**config.mk**
```make
export PLATFORM = sky130hd
export DESIGN_NAME = mult_div_unit
export DESIGN_NICKNAME = d
export VERILOG_FILES = /design/src/rtl/mult_div_unit.sv
export SDC_FILE = /design/constraint.sdc
export NUM_CORES = 1
export LEC_CHECK = 0
export ABC_AREA = 1
export CAP_MARGIN = 10
export CORE_ASPECT_RATIO = 2
export CORE_MARGIN = 4
export CORE_UTILIZATION = 25
export DETAILED_ROUTE_END_ITERATION = 7
export GPL_ROUTABILITY_DRIVEN = 0
export PLACE_DENSITY = 0.47
export REMOVE_ABC_BUFFERS = 1
export SYNTH_ARGS = -nofsm -noshare
export SYNTH_HDL_FRONTEND = slang
export SYNTH_SLANG_ARGS = --single-unit
```
**constraint.sdc**
```tcl
create_clock -name Clk -period 3.1 [get_ports Clk]
set_input_delay 0.465 -clock Clk [delete_from_list [all_inputs] [get_ports Clk]]
set_output_delay 0.465 -clock Clk [all_outputs]
set_load 0.03 [all_outputs]
```
**src/rtl/mult_div_unit.sv**
```systemverilog
// Multi-cycle signed/unsigned multiply (shift-add) and restoring divide with HI/LO result registers.
// Optional MULTDIV_EARLY_TERM_EN: multiplies exit as soon as the remaining multiplier bits are zero.
module mult_div_unit #(
    parameter int WIDTH = 32,
    parameter int CNT_W = $clog2(WIDTH) + 1
) (
    input  logic             Clk,
    input  logic             reset,
    input  logic             start,
    input  logic [1:0]       op,
    input  logic [WIDTH-1:0] a,
    input  logic [WIDTH-1:0] b,
    input  logic             abort,
    output logic             busy,
    output logic             done,
    output logic             div_by_zero,
    output logic [WIDTH-1:0] hi,
    output logic [WIDTH-1:0] lo,
    output logic [CNT_W-1:0] iter_count
);

`ifdef MULTDIV_EARLY_TERM_EN
    localparam bit EARLY_TERM = 1'b1;
`else
    localparam bit EARLY_TERM = 1'b0;
`endif

    typedef enum logic [1:0] {S_IDLE, S_LOAD, S_ITER, S_FIX} state_t;

    state_t               state_q;
    logic [1:0]           op_q;
    logic [WIDTH-1:0]     a_q, b_q, dvsr_q, hi_q, lo_q;
    logic [2*WIDTH-1:0]   acc_q;
    logic [CNT_W-1:0]     cnt_q;
    logic                 quot_neg_q, rem_neg_q, busy_q, done_q, dbz_q;

    logic                 is_div, is_signed, dz, mult_rest_zero;
    logic [WIDTH-1:0]     a_mag, b_mag, rem_mask, quot_fix, rem_fix;
    logic [WIDTH:0]       mult_sum, trial;
    logic [2*WIDTH-1:0]   mult_acc, div_acc, prod_fix;

    // NOTE: every always_comb output gets a default first so no path can infer a latch.
    always_comb begin
        is_div    = op_q[1];
        is_signed = ~op_q[0];
        dz        = is_div && (b_q == '0);
        a_mag     = (is_signed && a_q[WIDTH-1]) ? -a_q : a_q;
        b_mag     = (is_signed && b_q[WIDTH-1]) ? -b_q : b_q;

        // Shift-add: multiplier sits in the low half of acc and is consumed from bit 0.
        mult_sum  = {1'b0, acc_q[2*WIDTH-1:WIDTH]} + {1'b0, (acc_q[0] ? dvsr_q : '0)};
        mult_acc  = {mult_sum, acc_q[WIDTH-1:1]};

        // Restoring step on the {remainder, quotient} pair.
        trial     = acc_q[2*WIDTH-1:WIDTH-1] - {1'b0, dvsr_q};
        div_acc   = trial[WIDTH] ? {acc_q[2*WIDTH-2:0], 1'b0}
                                 : {trial[WIDTH-1:0], acc_q[WIDTH-2:0], 1'b1};

        rem_mask       = (WIDTH'(1) << cnt_q) - WIDTH'(1);
        mult_rest_zero = (acc_q[WIDTH-1:0] & rem_mask) == '0;

        prod_fix  = quot_neg_q ? -acc_q : acc_q;
        quot_fix  = quot_neg_q ? -acc_q[WIDTH-1:0] : acc_q[WIDTH-1:0];
        rem_fix   = rem_neg_q ? -acc_q[2*WIDTH-1:WIDTH] : acc_q[2*WIDTH-1:WIDTH];
    end

    // NOTE: datapath registers are reset along with control so no X ever reaches hi/lo.
    always_ff @(posedge Clk or negedge reset) begin
        if (!reset) begin
            state_q    <= S_IDLE;
            op_q       <= '0;
            a_q        <= '0;
            b_q        <= '0;
            dvsr_q     <= '0;
            acc_q      <= '0;
            cnt_q      <= '0;
            hi_q       <= '0;
            lo_q       <= '0;
            quot_neg_q <= 1'b0;
            rem_neg_q  <= 1'b0;
            busy_q     <= 1'b0;
            done_q     <= 1'b0;
            dbz_q      <= 1'b0;
        end else begin
            done_q <= 1'b0;
            if (abort && state_q != S_IDLE) begin
                state_q <= S_IDLE;
                busy_q  <= 1'b0;
                dbz_q   <= 1'b0;
            end else begin
                case (state_q)
                    S_IDLE: if (start) begin
                        op_q    <= op;
                        a_q     <= a;
                        b_q     <= b;
                        dbz_q   <= 1'b0;
                        busy_q  <= 1'b1;
                        state_q <= S_LOAD;
                    end
                    S_LOAD: begin
                        quot_neg_q <= is_signed & (a_q[WIDTH-1] ^ b_q[WIDTH-1]);
                        rem_neg_q  <= is_signed & a_q[WIDTH-1];
                        cnt_q      <= CNT_W'(WIDTH);
                        acc_q      <= {{WIDTH{1'b0}}, (is_div ? a_mag : b_mag)};
                        dvsr_q     <= is_div ? b_mag : a_mag;
                        state_q    <= dz ? S_FIX : S_ITER;
                    end
                    S_ITER: begin
                        if (is_div) begin
                            acc_q <= div_acc;
                            cnt_q <= cnt_q - 1'b1;
                            if (cnt_q == CNT_W'(1)) state_q <= S_FIX;
                        end else if (EARLY_TERM && mult_rest_zero) begin
                            // Product already sits cnt_q bits too high; align in one shift.
                            acc_q   <= acc_q >> cnt_q;
                            cnt_q   <= '0;
                            state_q <= S_FIX;
                        end else begin
                            acc_q <= mult_acc;
                            cnt_q <= cnt_q - 1'b1;
                            if (!EARLY_TERM && cnt_q == CNT_W'(1)) state_q <= S_FIX;
                        end
                    end
                    S_FIX: begin
                        if (dz) begin
                            hi_q  <= a_q;
                            lo_q  <= '1;
                            dbz_q <= 1'b1;
                        end else if (is_div) begin
                            hi_q <= rem_fix;
                            lo_q <= quot_fix;
                        end else begin
                            hi_q <= prod_fix[2*WIDTH-1:WIDTH];
                            lo_q <= prod_fix[WIDTH-1:0];
                        end
                        done_q  <= 1'b1;
                        busy_q  <= 1'b0;
                        state_q <= S_IDLE;
                    end
                    default: state_q <= S_IDLE;
                endcase
            end
        end
    end

    assign busy        = busy_q;
    assign done        = done_q;
    assign div_by_zero = dbz_q;
    assign hi          = hi_q;
    assign lo          = lo_q;
    assign iter_count  = cnt_q;

endmodule

```
== After elaboration in Yosys (flattened, before gate mapping) ==
Cells that the tools add are included.

* Eq/ne operators: 7
* Muxes and demuxes: 30
* $add $sub $neg: 8
* Bitwise gates (word level): 5
* Reduce and logical (&&, ||, !) cells: 16

{| class="wikitable"
|+ Operators by type and width
! cell !! count
|-
| $mux 32 || 11
|-
| $mux 64 || 3
|-
| $neg 32->32 || 4
|-
| $pmux 64 s2 || 1
|-
| $neg 64->64 || 1
|-
| $add 32x32->33 || 1
|-
| $sub 33x32->33 || 1
|-
| $logic_not 32->1 || 1
|-
| $pmux 6 s2 || 1
|-
| $reduce_and 2->1 || 5
|-
| $ne 3x3->1 const B || 3
|-
| $mux 1 || 8
|-
| $pmux 2 s4 || 1
|-
| $eq 6x1->1 const B || 1
|-
| $mux 2 || 3
|-
| $reduce_and 3->1 || 2
|-
| $sub 6x1->6 const B || 1
|-
| $eq 2x2->1 const B || 2
|-
| $logic_and 1x1->1 || 4
|-
| $pmux 1 s2 || 2
|-
| $reduce_bool 2->1 || 2
|-
| $reduce_bool 3->1 || 1
|-
| $and 1x1->1 || 2
|-
| $eq 2x1->1 const B || 1
|-
| other kinds (3) || 4
|}

* Bits of input ports: 70
* Register bits after elaboration: 239
* Output and inout port bits: 73
* Word-level logic and storage cells: 80

== Logic depth before layout (Yosys ltp) ==
Gate-level depths: netlist (run 1).

* Word-level depth: 5
* Gate-level depth with buffers: 20
* Mapped depth without buffers: 19

== Least setup slack after synthesis (run 1) ==
OpenSTA, ideal clock, no wires.

* Path kind: reg2reg
* Start point: reg acc_q[0]
* End point: reg acc_q[61]
* Arrival: 2353 ps
* Required time: 2984 ps
* Cell stages (with the launch flop): 20
* Setup slack: 630 ps
* Buffers on the path: 2
* Library setup time: 116 ps
* Clock period less this slack: 2470 ps
* Cell sequence: dfrtp_1 > buf_2 > clkbuf_1 > nand2_1 > inv_1 > ha_1 > inv_1 > fa_1 > o21ai_2 > nand2_1 > nand2_1 > nand2_1 > nand2_1 > nand2_1 > nand3_1 > nand3_1 > nand2_1 > inv_1 > nand2_1 > nand2_1

* Longest elaborated chain between the ends: 4

{| class="wikitable"
|+ RTL lines
! item !! RTL line !! RTL
|-
| start: declaration || 33 || <nowiki>logic [2*WIDTH-1:0] acc_q;</nowiki>
|-
| start signal: assignment || 104 || <nowiki>acc_q <= {{WIDTH{1'b0}}, (is_div ? a_mag : b_mag)};</nowiki>
|-
| start signal: assignment || 110 || <nowiki>acc_q <= div_acc;</nowiki>
|-
| start signal: assignment || 115 || <nowiki>acc_q <= acc_q >> cnt_q;</nowiki>
|-
| $mux 32 || 51 || <nowiki>mult_sum = {1'b0, acc_q[2*WIDTH-1:WIDTH]} + {1'b0, (acc_q[0] ? dvsr_q : '0)};</nowiki>
|-
| $add 32x32->33 || 51 ||
|-
| $mux 64 || 109 || <nowiki>if (is_div) begin</nowiki>
|-
| $pmux 64 s2 || 91 || <nowiki>case (state_q)</nowiki>
|}

Every way passes these cells.
A chain may end at the register's enable or synchronous reset.

== Worst setup path after layout (run 1) ==
* Start point: reg acc_q[33]
* End point: reg hi_q[25], in the netlist hi[25]

* Longest elaborated chain between the ends: 4
* Elaborated cells between the ends (all ways): 6
* Those cells by class: add/sub: 2; mux: 4

{| class="wikitable"
|+ RTL lines
! item !! RTL line !! RTL
|-
| $neg 64->64 or $neg 32->32 (tied branches) || 62, 64 ||
|-
| $mux 64 or $mux 32 (tied branches) || 62, 64 ||
|-
| $mux 32 (*) || 129 || <nowiki>end else if (is_div) begin</nowiki>
|-
| $mux 32 (*) || 125 || <nowiki>if (dz) begin</nowiki>
|-
| end signal: assignment || 126 || <nowiki>hi_q <= a_q;</nowiki>
|-
| end signal: assignment || 130 || <nowiki>hi_q <= rem_fix;</nowiki>
|-
| end signal: assignment || 133 || <nowiki>hi_q <= prod_fix[2*WIDTH-1:WIDTH];</nowiki>
|-
| end: declaration || 32 || <nowiki>logic [WIDTH-1:0] a_q, b_q, dvsr_q, hi_q, lo_q;</nowiki>
|}

Every way passes the cells marked *; elsewhere a longest branch is shown, timed or not.

==> reports/summary.txt, run 1 <==
Post-synthesis sequential area ratio - 28.9%
WP data arrival - 3.54 ns
Final Core Density - 30.5%
IO buf count - 142
Initial core utilization - 25.1%
Reg2Reg Capture Point - hi[25]
Die Ht - 415 um
Outcome - complete, no violations
Final HPWL DP - 86.9 mm
Placed cell area - 0.0241 mm2
GRT Util Overall - 23.8%
Reg area - 0.00599 mm2
First-pass GRT wire length - 154 mm
# clock sinks - 239
Die width - 212 um
Crit Path Class - reg -> reg
Tot Pwr - 31.7 mW
Via count - 23,022
Max transition margin - 27.1%
DR iter-0 viols - 1,704
Area Overhead vs Synth - 21.3%
Area contributors post-synth - dfrtp_1, nand2_1, inv_1
Final hold vios - 0
Most area-hungry cell type in the Yosys netlist - dfrtp_1
Post-Synthesis Cells - 3,340
Number of synthesized flops with an enable pin - 0
Clock Tree Buf Depth - 3
Core Area - 0.0824 mm2
Post-synth cell types - 56
Worst slew pin tran - 1.08 ns
Row count - 149
Syn. warnings - 0
Grt ovf - 0
Synth Flop Type - dfrtp_1
RSZ-0062 raised after global routing - true
Pre-antenna DRT Iters - 5
Max Slew Vio Count - 0
WP data required - 3.57 ns
Asr flop ratio synth - 100%
Share of cells above drive strength 1 - 8.60%
Share of the synthesized area in the top cell type - 28.9%
R2R Setup Slk - 0.03 ns
Vias per inst - 4.99
Fmax - 0.326 GHz
CP Launch Type - flip-flop
FF-to-FF path depth - 11
Remaining antenna violation count after routing - 0
Wire per inst - 23.3 um
Clock H-tree levels - 1
PwrDens - 1260 mW/mm2
Die area - 0.0878 mm2
# setup viols final - 0
Num CTS Buffers - 27
Filler cells - 9,440
Drt total wl - 107 mm
Clock Latency Late Sink - 0.61 ns
Maximum vdd ir drop - 454 uV
CTS tree - done
Syn Area/Cell - 6.20 um2
Most common cell in the synthesized netlist - nand2_1
Fin crit share - 98.9%
Max-cap viol count - 0
Largest net degree at the start of global routing - 96
Clock-pin slew on the worst setup and hold paths - 0.07 ns
Synth cell count leaders - nand2_1, inv_1, nor2_1, nand3_1, dfrtp_1
LEAKAGE - 12.8 nW
Initial antenna violation count - 6
CP max FO - 5
Number of global-route vias before repair - 23,446
Tmin final - 3.07 ns
Final instance area - 0.0251 mm2
Hold/Removal Path Class - in -> async
Worst Setup End Kind - flip-flop
DRC violations left - 0
Root Driver - clkbuf_16
Worst reg2reg startpoint - acc_q[33]
Clk_skew - 0.0137 ns
Multi-input combinational cell area - 0.0125 mm2
Seq cells post-synth - 239
Nets - 3,683
Ports - 143
Post-Syn Area - 0.0207 mm2
-- registers in the layout (all words and copies together) (netlist names) --
name,count
div_by_zero,1
iter_count,6
lo,32
a_q,32
quot_neg_q,1
state_q,2
op_q,2
busy,1
done,1
rem_neg_q,1
dvsr_q,32
acc_q,64
hi,32
b_q,32
-- report_power, final --
part | switching, mW | internal, mW | total, mW
sequential | 1.53 | 4.56 | 6.08
combinational | 15.1 | 6.90 | 22.0
clock | 1.56 | 1.98 | 3.54
total | 18.2 | 13.4 | 31.7
-- critical path: stages (launching register included) --
cell and delay, ns:
dfrtp_1 0.43, buf_4 0.18, nor2_1 0.39, nand2_1 0.18, inv_1 0.26, nand2_1 0.11
o211ai_1 0.44, nand3_2 0.37, nand2_1 0.14, nand2_1 0.05, o21ai_1 0.28, nand2_1 0.08
-- repair_timing --
item	4_1_cts	5_1_grt
endpoints found under the setup margin	1	5
endpoints found under the hold margin	16	0
pin swaps	0	1
buffers inserted	0	1
gates resized for setup	1	7
hold buffers	1	0
-- cell usage in the layout (no fill, tap or decap), drive strengths merged, types with 34 or more instances in the layout --
| cell | instances |
|---|---|
| nor3 | 35 |
| inv | 461 |
| ha | 74 |
| nand3 | 337 |
| xor2 | 59 |
| buf | 139 |
| clkbuf | 37 |
| dfrtp | 239 |
| o21ai | 207 |
| a21oi | 221 |
| nand2 | 1018 |
| nand4 | 34 |
| nor2 | 391 |
| clkdlybuf4s50 | 141 |
-- worst max path at each step --
stage                     startpoint  endpoint  slack (ns)  cells past startpoint
final                      acc_q[33]    hi[25]        0.03                     11
after CTS                  acc_q[32]    hi[24]        0.07                     12
after global routing       acc_q[33]    hi[25]       -0.08                     11
after global placement     acc_q[32]    hi[24]        0.01                     12
after detailed placement   acc_q[32]    hi[24]        0.02                     12
after floorplan              op_q[1]    lo[26]       -3.99                      6
-- metrics by stage --
step | setup TNS [ns] | cells | setup slack, ns | hold WS [ns]
CTS | 0 | 4613 | 0.0720 | 0.272
finish | 0 | 4617 | 0.0326 | 0.275
detailed placement | 0 | 4563 | 0.0234 | 0.298
global placement | 0 | 4563 | 0.0121 | 0.301
global route | -0.0764 | 4616 | -0.0764 | 0.293
floorplan | -495.17 | 3227 | -3.99 | 0.169
-- cell type report --
class | instances | area share (%)
Antenna cell | 3 | 0.0299
Clock buffer | 37 | 3.04
Clock inverter | 12 | 0.647
Inverter | 462 | 6.93
Multi-Input combinational cell | 2526 | 49.8
Sequential cell | 239 | 23.8
Tap cell | 1057 | 5.26
Timing Repair Buffer | 281 | 10.5
-- cells by family after synthesis --
logic type,Yosys count,synth area share (%)
multiplexers,3,0.163
buffers and inverters,575,11.0
adder cells (fa/ha/maj),76,4.66
flip-flops,239,28.9
AO/OA/AOI/OAI,523,14.3
AND/OR/NAND/NOR,1846,37.8
XOR/XNOR,78,3.30
-- routing by layer --
metal  track usage (%)  wire, um  up-vias
met5                 0        41        -
met4              18.8     10800        6
met3              3.17      4300      383
met2              45.7     57700      768
met1              21.8     34600    10772
li1                  -         -    11093
Power figures use the tool's default switching activity.
==> inputs of run 2 (changes only) <==
--- a/config.mk
+++ b/config.mk
@@ -12,7 +12,7 @@
 export CORE_UTILIZATION = 25
 export DETAILED_ROUTE_END_ITERATION = 7
 export GPL_ROUTABILITY_DRIVEN = 0
-export PLACE_DENSITY = 0.47
+export PLACE_DENSITY_LB_ADDON = 0.2
 export REMOVE_ABC_BUFFERS = 1
 export SYNTH_ARGS = -nofsm -noshare
 export SYNTH_HDL_FRONTEND = slang
==> run 2 against run 1 <==
Via count grew 0.28%. Cell area grew 0.24%. Maximum frequency grew 3.7%. Setup slack gained 0.11 ns. Die area is the same. Critical path depth grew 2. First-iteration DRC count shrank 4.3%. Clock skew grew 0.020 ns. Total power grew 0.83%. Wire length grew 0.34%. Non-clock buffer count shrank 2.
==> reports/summary.txt, run 2 (synthesis gave the netlist of run 1 again) <==
CP max FO - 6 (was 5)
Die width - 212 um (unchanged)
RSZ-0062 raised after global routing - false (was true)
Clock-pin slew on the worst setup and hold paths - 0.07 ns (about the same)
Drt total wl - 108 mm (was 107 mm)
Pre-antenna DRT Iters - 6 (was 5)
Final HPWL DP - 87.1 mm (was 86.9 mm)
Most frequent cells in the layout - nand2_1, inv_1, nor2_1, nand3_1, dfrtp_1 (unchanged)
Vias per inst - 5.00 (was 4.99)
Row count - 149 (unchanged)
Tot Pwr - 31.9 mW (was 31.7 mW)
Fmax - 0.338 GHz (was 0.326 GHz)
Number of global-route vias before repair - 23,566 (was 23,446)
Clk_skew - 0.0340 ns (was 0.0137 ns)
First-pass GRT wire length - 155 mm (was 154 mm)
Initial antenna violation count - 3 (was 6)
Share of cells above drive strength 1 - 8.58% (was 8.60%)
GRT Util Overall - 24.0% (was 23.8%)
LEAKAGE - 12.9 nW (was 12.8 nW)
Reg with most FFs - acc_q (unchanged)
Most common cell after layout, fill and taps aside - nand2_1 (unchanged)
Core Area - 0.0824 mm2 (unchanged)
Tmin final - 2.96 ns (was 3.07 ns)
Max Slew Vio Count - 0 (unchanged)
Final hold vios - 0 (unchanged)
# clock sinks - 239 (unchanged)
Nets - 3,681 (was 3,683)
IO buf count - 142 (unchanged)
Maximum vdd ir drop - 492 uV (was 454 uV)
Wire per inst - 23.4 um (was 23.3 um)
Worst Setup End Kind - flip-flop (unchanged)
Initial core utilization - 25.1% (unchanged)
Crit Path Class - reg -> reg (unchanged)
Root Driver - clkbuf_16 (unchanged)
Worst slew pin tran - 1.00 ns (was 1.08 ns)
Remaining antenna violation count after routing - 0 (unchanged)
Flip-flop count of the largest register after layout - 64 (unchanged)
Via count - 23,086 (was 23,022)
Largest net degree at the start of global routing - 71 (was 96)
Clock Tree Buf Depth - 3 (unchanged)
CP Launch Type - flip-flop (unchanged)
Hold/Removal Path Class - in -> reg (was in -> async)
Fin crit share - 95.4% (was 98.9%)
DR iter-0 viols - 1,630 (was 1,704)
Num CTS Buffers - 27 (unchanged)
Area Overhead vs Synth - 21.6% (was 21.3%)
Ports - 143 (unchanged)
Outcome - complete, no violations (unchanged)
Clock Latency Late Sink - 0.61 ns (about the same)
CTS tree - done (unchanged)
Die area - 0.0878 mm2 (unchanged)
Max-cap viol count - 0 (unchanged)
Grt ovf - 0 (unchanged)
PwrDens - 1270 mW/mm2 (was 1260 mW/mm2)
Clock H-tree levels - 1 (unchanged)
DRC violations left - 0 (unchanged)
Worst slack, placed - -0.00480 ns (was 0.0234 ns)
# setup viols final - 0 (unchanged)
Die Ht - 415 um (unchanged)
Setup ws final - 0.143 ns (was 0.0326 ns)
WP data required - 3.56 ns (was 3.57 ns)
Max transition margin - 32.6% (was 27.1%)
WP data arrival - 3.42 ns (was 3.54 ns)
## run 2: worst max-delay path, stage by stage (launching register included)
cell	delay [ns]
dfrtp_1	0.49
inv_1	0.18
buf_4	0.19
ha_1	0.36
inv_1	0.22
nor2_2	0.23
and2_1	0.19
nand3_1	0.09
a21oi_2	0.26
nand3_4	0.16
nand2_1	0.09
nand2_1	0.06
o21ai_2	0.22
nand2_1	0.08
## run 2: final timing paths
kind / cells after the start / start / to / slack [ns]
setup / recovery: 13 / acc_q[32] / hi[24] / 0.14
max in group asynchronous: 3 / reset / hi[13] / 1.89
setup reg to reg: 13 / acc_q[32] / hi[24] / 0.14
hold / removal: 3 / b[6] / b_q[6] / 0.44
hold reg to reg: 2 / hi[9] / hi[9] / 0.47
min in group asynchronous: 2 / reset / hi[24] / 0.46
## run 2: area by class of cell
type,count,area (um2)
Sequential cell,239,5980
Clock inverter,13,226
Clock buffer,36,759
Antenna cell,3,7.51
Multi-Input combinational cell,2526,12500
Inverter,462,1740
Timing Repair Buffer,279,2620
Tap cell,1057,1320
Fill cell,9341,57200
## run 2: metal layers
metal	up-vias	share of wire, %	track usage (%)
met1	10759	32	22.5
li1	11106	-	-
met3	402	4.2	3.18
met5	-	0.012	0
met2	817	52	44.8
met4	2	11	20.2
## run 2: repair_timing
| item | in CTS | in global routing |
|---|---|---|
| gates resized for setup | 1 | 11 |
| setup endpoints to repair | 1 | 18 |
| setup buffers | 0 | 4 |
| hold endpoints to repair | 57 | 0 |
| cloned | 0 | 0 |
| hold buffers | 1 | 0 |
| pin swaps | 0 | 2 |
## run 2: power breakdown
| group | total [mW] | leakage (nW) | internal [mW] | switching [mW] |
|---|---|---|---|---|
| Sequential | 6.15 | 2.82 | 4.55 | 1.59 |
| Combinational | 22.0 | 9.59 | 6.83 | 15.2 |
| Clock | 3.76 | 0.475 | 2.22 | 1.54 |
## run 2: metrics by stage
step	cell area (um2)	hold slack [ns]	setup TNS, ns	util (%)	cells
final	25200	0.437	0	30.6	4615
after global routing	25200	0.441	0	30.6	4612
after CTS	25100	0.409	0	30.5	4608
after detailed placement	24100	0.465	-0.00480	29.2	4558
after global placement	24100	0.467	-0.0126	29.2	4558
after floorplan	20200	0.169	-495.17	-	3227
